<file path="config.mk">
export PLATFORM = sky130hd
export DESIGN_NAME = led_matrix_scan
export DESIGN_NICKNAME = d
export VERILOG_FILES = /design/src/rtl/led_matrix_scan.sv
export SDC_FILE = /design/constraint.sdc
export NUM_CORES = 1
export LEC_CHECK = 0
export CORE_MARGIN = 4
export CORE_UTILIZATION = 45
export DETAILED_ROUTE_END_ITERATION = 10
export GPL_TIMING_DRIVEN = 0
export PLACE_DENSITY = 0.64
export SLEW_MARGIN = 25
export SYNTH_ARGS = -nofsm -noshare
export SYNTH_HDL_FRONTEND = slang
export SYNTH_SLANG_ARGS = --single-unit
</file>
<file path="constraint.sdc">
create_clock -name CLK -period 6.7 [get_ports CLK]
set_input_delay 2.01 -clock CLK [delete_from_list [all_inputs] [get_ports CLK]]
set_output_delay 2.01 -clock CLK [all_outputs]
set_load 0.05 [all_outputs]
</file>
<file path="src/rtl/led_matrix_scan.sv">
// LED dot-matrix receiver: accumulates the 10-bit pixel stream into a
// double-buffered 16x8 red/green frame and scans it one row at a time.
module led_matrix_scan #(
  parameter int ACCUM_CYCLES = 256128,
  parameter int ROW_DWELL    = 2000,
  parameter int BLANK_CYCLES = 16
) (
  input  logic        CLK,
  input  logic        RSTn,
  input  logic [9:0]  LEDIN,
  output logic [15:0] ROWSEL,
  output logic [7:0]  COLR,
  output logic [7:0]  COLG,
  output logic        FRAME_TICK,
  output logic        CODE_ERR
);

  localparam int SMAX =
    (ROW_DWELL > BLANK_CYCLES) ? ROW_DWELL : BLANK_CYCLES;
  localparam int CW = $clog2(SMAX + 1);

  localparam logic [17:0]   ACC_LAST = 18'(ACCUM_CYCLES - 1);
  localparam logic [CW-1:0] BLK_LAST = CW'(BLANK_CYCLES - 1);
  localparam logic [CW-1:0] DRV_LAST = CW'(ROW_DWELL - 1);

  localparam logic [0:0] ST_BLANK = 1'b0;
  localparam logic [0:0] ST_DRIVE = 1'b1;

  logic [9:0]       lin_q;
  logic [17:0]      acc_cnt;
  logic             swap;
  logic             pix_wr;
  logic [3:0]       pix_y;
  logic [2:0]       pix_x;

  logic [15:0][7:0] back_r;
  logic [15:0][7:0] back_g;
  logic [15:0][7:0] back_r_nx;
  logic [15:0][7:0] back_g_nx;
  logic [15:0][7:0] front_r;
  logic [15:0][7:0] front_g;

  logic [0:0]       state;
  logic [CW-1:0]    scan_cnt;
  logic [3:0]       row;

  assign swap   = (acc_cnt == ACC_LAST);
  assign pix_wr = (lin_q[9:8] != 2'b00) && !lin_q[7];
  assign pix_y  = lin_q[6:3];
  assign pix_x  = lin_q[2:0];

  always_ff @(posedge CLK or negedge RSTn) begin
    if (!RSTn) begin
      lin_q <= '0;
    end else begin
      lin_q <= LEDIN;
    end
  end

  always_ff @(posedge CLK or negedge RSTn) begin
    if (!RSTn) begin
      CODE_ERR <= 1'b0;
    end else if (lin_q[7]) begin
      CODE_ERR <= 1'b1;
    end
  end

  always_ff @(posedge CLK or negedge RSTn) begin
    if (!RSTn) begin
      acc_cnt    <= '0;
      FRAME_TICK <= 1'b0;
    end else begin
      FRAME_TICK <= swap;
      if (swap) begin
        acc_cnt <= '0;
      end else begin
        acc_cnt <= acc_cnt + 18'd1;
      end
    end
  end

  // The write arriving on the swap edge belongs to the new back buffer.
  always_comb begin
    back_r_nx = swap ? '0 : back_r;
    back_g_nx = swap ? '0 : back_g;
    if (pix_wr) begin
      back_r_nx[pix_y][pix_x] = back_r_nx[pix_y][pix_x] | lin_q[9];
      back_g_nx[pix_y][pix_x] = back_g_nx[pix_y][pix_x] | lin_q[8];
    end
  end

  always_ff @(posedge CLK or negedge RSTn) begin
    if (!RSTn) begin
      back_r  <= '0;
      back_g  <= '0;
      front_r <= '0;
      front_g <= '0;
    end else begin
      back_r <= back_r_nx;
      back_g <= back_g_nx;
      if (swap) begin
        front_r <= back_r;
        front_g <= back_g;
      end
    end
  end

  // Column data is latched only on entry to DRIVE, so a swap never
  // tears the row currently on display.
  always_ff @(posedge CLK or negedge RSTn) begin
    if (!RSTn) begin
      state    <= ST_BLANK;
      scan_cnt <= '0;
      row      <= '0;
      ROWSEL   <= '0;
      COLR     <= '0;
      COLG     <= '0;
    end else begin
      case (state)
        ST_BLANK: begin
          if (scan_cnt == BLK_LAST) begin
            state    <= ST_DRIVE;
            scan_cnt <= '0;
            ROWSEL   <= 16'd1 << row;
            COLR     <= front_r[row];
            COLG     <= front_g[row];
          end else begin
            scan_cnt <= scan_cnt + 1'b1;
          end
        end
        ST_DRIVE: begin
          if (scan_cnt == DRV_LAST) begin
            state    <= ST_BLANK;
            scan_cnt <= '0;
            row      <= row + 4'd1;
            ROWSEL   <= '0;
            COLR     <= '0;
            COLG     <= '0;
          end else begin
            scan_cnt <= scan_cnt + 1'b1;
          end
        end
        default: begin
          state    <= ST_BLANK;
          scan_cnt <= '0;
        end
      endcase
    end
  end

endmodule
</file>
==> results.json, run 1 <==
{
  "cts_buffer_depth": 3,
  "wl_met3_mm": 11.5,
  "drt_first_pass_iters": 6,
  "final_cell_mix": "nand2_1, dfrtp_1, nand3_1, o21ai_0, clkbuf_1",
  "p_leak_nw": 14.5,
  "comb_power_share_pct": 7.0,
  "clk_pin_slew_ps": 60,
  "synth_warnings": 0,
  "pwr-share-seq_pct": 48.4,
  "syn_area_um2": 27400,
  "syn_nets": 2791,
  "netSwitchingFraction_pct": 25.4,
  "clkLatencyLatePin_ps": 650,
  "first_global_vias": 22400,
  "cts_hold_repair.buffers": 0,
  "hold_path_class": "register to register",
  "cpMostUsedCell": "buf_2",
  "grt_pass1_wl_mm": 158,
  "setup.worst_path.end_class": "register",
  "area_growth_pct": 14.0,
  "worstPathMaxFanout": 10,
  "final_antenna_net_count": 0,
  "coreArea_um2": 60200,
  "required_ps": 7200,
  "slowest_delay_ps": 540,
  "grt.overflow.total": 0,
  "mostFrequentLayoutCell": "nand2_1",
  "intPower_mw": 5.97,
  "ir_worst_vdd_mv": 0.205,
  "hold_viol_final": 0,
  "gp_congestion": 1.07,
  "clock_sinks": 590,
  "die_x_um": 255,
  "rsz0062_at_grt": "false",
  "avgSynthCellArea_um2": 9.88,
  "pwr-share-clk_pct": 44.5,
  "crit_arrival_ps": 5530,
  "setup_viol": 0,
  "start_kind": "register",
  "synthCells": 2771,
  "p_sw_mw": 2.03,
  "grt_max_degree": 96,
  "antenna_found_initial": 8,
  "start_util_pct": 45.4,
  "nets": 2914,
  "dr.first_iter.drc_count": 2824,
  "max_freq_mhz": 199,
  "dp_hpwl_mm": 81.9,
  "r2r_slack_ps": 1670,
  "cts_tree": "yes",
  "die_area_um2": 64800,
  "worstPathCellList": "buf_2, buf_2, buf_2, buf_2, buf_2, mux4_2, a22oi_1, nand2_1, nand3_1, nand4_1, a21oi_1, buf_2, buf_2, o21ai_0",
  "stdcell_area_um2": 31200,
  "post-cts-setup-buffers": 0,
  "htree_levels": 2,
  "route.detailed.drc": 0,
  "ys_ff_latch": 590,
  "synth_ff_type": "dfrtp_1",
  "m1WireLength_mm": 43.1,
  "wl_mm": 110,
  "synth_edf_count": 0,
  "total_power_mw": 7.99,
  "layout_min_cycle_time_ps": 5030,
  "path_buf_inv": 7,
  "p_per_area_nw_per_um2": 256,
  "outcome": "completed",
  "route.met2.wl_mm": 48.0,
  "place_area_um2": 29100,
  "cp_slowest_cell": "buf_2",
  "io_pins": 46,
  "yosys.cell_types.count": 73,
  "crit_type": "register to register",
  "crit_family": "buffers and inverters",
  "highest_layer": "met5",
  "vias": 22900,
  "drive_gt1_share_pct": 13.2,
  "seq_area_frac_synth_pct": 53.9,
  "slew-limit-headroom_pct": 20.4,
  "finalSetupTns_ps": 0,
  "avgViaCountPerCell": 6.14,
  "cts_buffers": 61,
  "row_count": 90,
  "post_cts_resized": 0,
  "worst_slew_pin_slew_ps": 1190,
  "ys_async_sr_fraction_pct": 100,
  "finalClockSkew_ps": 34.5,
  "root_buffer": "clkbuf_16",
  "io_buffers": 45,
  "slew_viol_final": 0,
  "grt_use_total_pct": 33.9,
  "drv_cap": 0,
  "routedWlPerCell_um": 29.4,
  "period_share_pct": 75.1,
  "die_y_um": 255
}
-- state kept, by name (all words and copies together), names as in the netlist --
name and flops:
front_r 128, acc_cnt 18, scan_cnt 11, ROWSEL 16
row 4, lin_q 10, COLR 8, back_g 128
CODE_ERR 1, COLG 8, state 1, back_r 128
FRAME_TICK 1, front_g 128
-- Yosys cell counts, types with 9 or more instances --
library cell / instances / area (µm²)
xnor2_1: 10 / 87.6
nor2_1: 48 / 180
o31ai_1: 11 / 82.6
o21ai_0: 173 / 866
buf_1: 9 / 33.8
a21oi_1: 30 / 150
a22oi_1: 15 / 113
mux2i_1: 57 / 571
nand2_1: 952 / 3570
dfrtp_1: 590 / 14800
buf_2: 30 / 150
xor2_1: 14 / 123
buf_6: 10 / 113
nand3_1: 287 / 1440
nor2b_1: 11 / 68.8
nor3_1: 15 / 75.1
clkbuf_1: 130 / 488
mux4_2: 96 / 2160
o21ai_2: 80 / 701
nand2b_1: 13 / 81.3
a221oi_1: 12 / 105
mux2_2: 17 / 191
o21ai_1: 20 / 100
-- power groups by stage --
stage | sequential (mW) | combinational [mW] | clock (mW)
2_1_floorplan | 3.83 | 0.307 | 0
3_3_place_gp | 3.93 | 0.522 | 0
3_5_place_dp | 3.92 | 0.549 | 0
4_1_cts | 3.86 | 0.552 | 3.57
5_1_grt | 3.87 | 0.601 | 3.71
6_report | 3.87 | 0.563 | 3.56
-- cells by family (layout without fill, tap and decap cells) --
group | Yosys count | in the layout | share of synthesized area (%)
and+or+nand+nor | 1378 | 1378 | 21.2
other | 0 | 4 | 0
AOI/OAI and AO/OA | 397 | 397 | 9.43
xor gates and xnor gates | 24 | 24 | 0.768
adders and majority gates | 8 | 8 | 0.366
muxes | 170 | 170 | 10.7
DFF | 590 | 590 | 53.9
buffers and inverters | 204 | 372 | 3.62
-- cell type report --
class                   instances  area (µm²)
repair buffers                 60         708
clock buffers                  90        1850
inverters                      10        37.5
diodes                          4        10.0
clock inverters                18         238
multi-input cells            1977       11600
fillers                      5428       29000
flip-flops and latches        590       14800
plain buffers                 194         968
well taps                     782         978
-- through the flow --
stage,instances,hold slack [ps],setup WS (ps),util [%]
final,3725,456,1670,51.8
after global routing,3721,474,1620,51.8
after floorplan,2771,425,3910,-
after global placement,3598,445,-22080,47.8
after CTS,3720,462,1880,51.7
after detailed placement,3612,451,1890,48.3
-- worst register-to-register path, stage by stage, from the launching register on --
cell	delay, ps
dfrtp_1	310
buf_2	190
buf_2	520
buf_2	420
buf_2	480
buf_2	540
mux4_2	470
a22oi_1	360
nand2_1	80
nand3_1	100
nand4_1	140
a21oi_1	360
buf_2	430
buf_2	360
o21ai_0	130
-- path summary, 6_finish.rpt --
path,start,end,cells after the start
setup / recovery,lin_q[4],back_g[65],14
hold / removal,scan_cnt[0],scan_cnt[0],1
setup reg to reg,lin_q[4],back_g[65],14
hold reg to reg,scan_cnt[0],scan_cnt[0],1
max in group asynchronous,RSTn,back_r[121],3
min in group asynchronous,RSTn,front_r[3],1
-- routing by layer --
metal  up-vias  global-route usage, %
li1       9807                      -
met1     11400                   45.0
met2      1311                   51.4
met3       342                   9.70
met4        10                   17.1
met5         -                      0
(Power assumes the default switching activity.)
==> run 2: changes to the inputs <==
- clock period: 6.7 -> 4.9 ns (I/O delays scaled with it)
==> run 2 against run 1 <==
  * Non-clock buffer count is the same
  * Register-to-register slack lost 1500 ps
  * Clock skew grew 4.7 ps
  * Die area is the same
  * Critical path depth shrank 1
  * Clock power grew 37%
  * First-iteration DRC count shrank 3.5%
  * Final area is the same
  * Count of clock-buffer cells in the layout is the same
  * Flip-flop and latch count is the same
  * Largest power group unchanged
  * Highest routed layer unchanged
==> results.json, run 2 (synthesis results as in run 1) <==
{
  "setup_viol": 0,
  "ir_worst_vdd_mv": 0.282,
  "htree_levels": 2,
  "p_per_area_nw_per_um2": 350,
  "gp_congestion": 1.07,
  "finalSetupTns_ps": 0,
  "io_buffers": 45,
  "drive_gt1_share_pct": 13.2,
  "root_buffer": "clkbuf_16",
  "grt_max_degree": 96,
  "clkLatencyLatePin_ps": 660,
  "worst_slew_pin_slew_ps": 1170,
  "setup.worst_path.end_class": "register",
  "crit_arrival_ps": 5210,
  "routedWlPerCell_um": 29.3,
  "io_pins": 46,
  "worstHoldStart": "scan_cnt[0]",
  "start_kind": "register",
  "worstPathMaxFanout": 10,
  "rr_startpoint": "lin_q[5]",
  "final_antenna_net_count": 0,
  "cts_buffers": 61,
  "area_growth_pct": 14.0,
  "hold_path_class": "register to register",
  "drt_first_pass_iters": 6,
  "die_area_um2": 64800,
  "max_freq_mhz": 212,
  "antenna_found_initial": 8,
  "cts_buffer_depth": 3,
  "slew-limit-headroom_pct": 22.0,
  "clock_sinks": 590,
  "outcome": "completed",
  "fillers": 5426,
  "crit_type": "register to register",
  "die_y_um": 255,
  "dp_hpwl_mm": 81.9,
  "first_global_vias": 22400,
  "grt.overflow.total": 0,
  "clk_pin_slew_ps": 60,
  "layout_min_cycle_time_ps": 4720,
  "ff_latch_area_um2": 14800,
  "slew_viol_final": 0,
  "final_cell_mix": "nand2_1, dfrtp_1, nand3_1, o21ai_0, clkbuf_1",
  "required_ps": 5390,
  "die_x_um": 255,
  "wl_mm": 109,
  "vias": 23000,
  "rsz0062_at_grt": "false",
  "total_power_mw": 10.9,
  "grt_use_total_pct": 33.9,
  "period_share_pct": 96.3,
  "route.detailed.drc": 0,
  "crit_start": "lin_q[5]",
  "avgViaCountPerCell": 6.17,
  "dr.first_iter.drc_count": 2724,
  "multi_input_area_um2": 11600,
  "nets": 2914,
  "drv_cap": 0,
  "hold_viol_final": 0,
  "mostFrequentLayoutCell": "nand2_1",
  "start_util_pct": 45.4,
  "finalClockSkew_ps": 39.1,
  "grt_pass1_wl_mm": 158,
  "cts_tree": "yes",
  "row_count": 90,
  "coreArea_um2": 60200,
  "p_leak_nw": 14.5
}
## run 2: cell types whose count changed in the layout (fill, tap and decap cells not counted)
cell	change
diode_2	-2
clkbuf_4	+2
buf_2	-2
## run 2: critical path: stages, from the launching register on
cell and delay (ps):
dfrtp_1 320, buf_2 230, buf_4 250, buf_2 300, buf_1 700, mux4_2 420
mux2i_1 490, mux2i_1 150, o211ai_1 270, nand4_1 170, a21oi_1 330, buf_2 430
buf_2 350, o21ai_0 130
## run 2: report_power, final
part	switching [mW]	total [mW]	leakage (nW)	internal [mW]
Sequential	0.243	5.29	8.10	5.05
Clock	2.01	4.86	1.02	2.85
Combinational	0.509	0.767	5.40	0.258
## run 2: layout make-up
type                            count  area share (%)
Tap cell                          782            3.14
Buffer                            194            3.12
Sequential cell                   590            47.3
Multi-Input combinational cell   1977            37.3
Inverter                           10           0.120
Clock inverter                     18           0.762
Clock buffer                       90            5.92
Timing Repair Buffer               60            2.27
Antenna cell                        2          0.0160
## run 2: final timing paths
kind	endpoint	slack, ps	depth (start not counted)
max in group asynchronous	back_r[89]	2890	3
max	back_g[65]	180	13
min reg2reg	scan_cnt[0]	460	1
min in group asynchronous	front_r[3]	740	1
min	scan_cnt[0]	460	1
max reg2reg	back_g[65]	180	13
## run 2: metal layers
layer,global-route usage (%),wire [µm]
met4,17.1,6760
met5,0,63
met1,45.0,43000
met3,9.70,11400
met2,51.4,47900
## run 2: metrics by stage
stage | utilization, % | setup WS, ps | hold slack (ps) | instances | cell area [µm²]
2_1_floorplan | - | 2110 | 425 | 2771 | 27400
3_3_place_gp | 47.8 | -23340 | 445 | 3598 | 28800
3_5_place_dp | 48.3 | 92.4 | 451 | 3612 | 29100
4_1_cts | 51.7 | 84.5 | 462 | 3720 | 31200
5_1_grt | 51.8 | 61.5 | 474 | 3721 | 31200
6_report | 51.8 | 180 | 456 | 3723 | 31200
## run 2: timing repair
item	in CTS	in global routing
gates resized for setup	0	2
buffers inserted	0	0
endpoints found under the setup margin	0	100
hold buffers	0	0
==> run 3: changes to the inputs <==
- REMOVE_ABC_BUFFERS: not set -> 1
==> run 3 against run 2 <==
  * Utilization grew 0.49 points
  * Count of clock-buffer cells in the layout up 6
  * Combinational power fell by 9.8%
  * Non-clock buffer count is 134 lower
  * First-iteration DRC count is 25% lower
  * Worst setup slack better by 86 ps
  * Register-to-register slack better by 90 ps
  * Fmax increased by 1.9%
  * Cell count fell by 3.4%
  * Via count down 9.0%
==> results.json, run 3 (synthesis results as in run 1) <==
{
  "drv_cap": 0,
  "worstHoldStart": "scan_cnt[0]",
  "mostFrequentLayoutCell": "nand2_1",
  "crit_start": "lin_q[3]",
  "slew_viol_final": 0,
  "io_pins": 46,
  "fillers": 5215,
  "utilization_pct": 52.3,
  "clock_sinks": 590,
  "gp_congestion": 0.832,
  "crit_type": "register to register",
  "cts_buffer_depth": 3,
  "whs_ps": 454,
  "start_util_pct": 45.4,
  "clkLatencyLatePin_ps": 600,
  "dr.first_iter.drc_count": 2053,
  "grt.overflow.total": 0,
  "route.detailed.drc": 0,
  "wl_mm": 78.3,
  "grt_use_total_pct": 24.5,
  "slew-limit-headroom_pct": 30.4,
  "rsz0062_at_grt": "false",
  "setup_ws_ps": 266,
  "timing.rr.end": "back_r[108]",
  "io_buffers": 45,
  "cts_tree": "yes",
  "row_count": 90,
  "root_buffer": "clkbuf_16",
  "worst_slew_pin_slew_ps": 1040,
  "setup.worst_path.end_class": "register",
  "cts_buffers": 67,
  "grt_pass1_wl_mm": 123,
  "area_growth_pct": 15.1,
  "clk_pin_slew_ps": 60,
  "hold_path_class": "register to register",
  "final_antenna_net_count": 0,
  "period_share_pct": 94.6,
  "crit_arrival_ps": 5150,
  "whs_endpoint": "scan_cnt[0]",
  "max_freq_mhz": 216,
  "r2r_slack_ps": 270,
  "die_y_um": 255,
  "finalClockSkew_ps": 16.3,
  "hold_viol_final": 0,
  "layout_min_cycle_time_ps": 4630,
  "place_inst": 3479,
  "p_per_area_nw_per_um2": 348,
  "nets": 2786,
  "rr_startpoint": "lin_q[3]",
  "die_x_um": 255,
  "setup_viol": 0,
  "die_area_um2": 64800,
  "rr_worst_depth": 11,
  "whs_path_depth": 1,
  "finalSetupTns_ps": 0,
  "start_kind": "register",
  "avgViaCountPerCell": 5.81,
  "pre_cts_slack_ps": 23.1,
  "drive_gt1_share_pct": 14.9,
  "dp_hpwl_mm": 51.2,
  "first_global_vias": 20900,
  "worstPathMaxFanout": 41,
  "ir_worst_vdd_mv": 0.211,
  "routedWlPerCell_um": 21.8,
  "htree_levels": 3,
  "antenna_found_initial": 1,
  "vias": 20900,
  "post-cts-setup-buffers": 0,
  "drt_first_pass_iters": 5,
  "outcome": "completed",
  "grt_max_degree": 94,
  "coreArea_um2": 60200,
  "final_cells": 3596,
  "final_cell_mix": "nand2_1, dfrtp_1, nand3_1, o21ai_0, mux4_2",
  "p_leak_nw": 14.7,
  "required_ps": 5420
}
run 3: routing by layer:
metal  part of all wire (%)  up-vias  global-route usage [%]
met5                      0        -                       0
met4                    4.7        0                    11.0
met3                    7.8      199                    5.65
met2                     46      723                    38.4
met1                     41    10400                    33.0
li1                       -     9542                       -
run 3: final cells by class:
| class | instances | area [µm²] | area share, % |
|---|---|---|---|
| flip-flops and latches | 590 | 14800 | 47.0 |
| multi-input cells | 1977 | 11800 | 37.4 |
| clock inverters | 20 | 184 | 0.584 |
| repair buffers | 120 | 1710 | 5.42 |
| inverters | 10 | 37.5 | 0.119 |
| well taps | 782 | 978 | 3.11 |
| clock buffers | 96 | 2020 | 6.42 |
| diodes | 1 | 2.50 | 0.00795 |
run 3: metrics by stage:
stage,area (µm²),total power [mW]
finish,31500,10.9
global route,31500,11.3
CTS,31500,11.0
detailed placement,29300,6.00
global placement,27800,5.95
floorplan,26400,5.62
run 3: power breakdown:
group | switching (mW) | internal, mW | leakage (nW) | total (mW)
clock network | 2.01 | 3.02 | 1.10 | 5.03
registers | 0.174 | 5.05 | 8.09 | 5.23
logic | 0.435 | 0.257 | 5.48 | 0.692
total | 2.62 | 8.33 | 14.7 | 10.9
run 3: critical path: stages, from the launching register on:
cell	delay [ps]
dfrtp_4	850
buf_12	290
buf_16	280
nand2b_1	450
nor2_4	590
a222oi_1	120
a2111oi_0	680
a21oi_1	180
o2111a_4	320
buf_12	240
buf_16	210
o21ai_0	200
run 3: worst max-delay path by stage:
stage,end,slack (ps),cells past startpoint
2_1_floorplan,back_g[0],-13970,6
4_1_cts,back_r[5],10,11
3_3_place_gp,back_g[99],-38460,6
3_5_place_dp,back_r[4],20,11
6_report,back_r[108],270,11
5_1_grt,back_r[122],30,11
run 3: what timing repair did:
action                     CTS  global route
hold buffers                 0             0
setup endpoints to repair    0            47
resized for setup            0             4
hold endpoints to repair     0             0
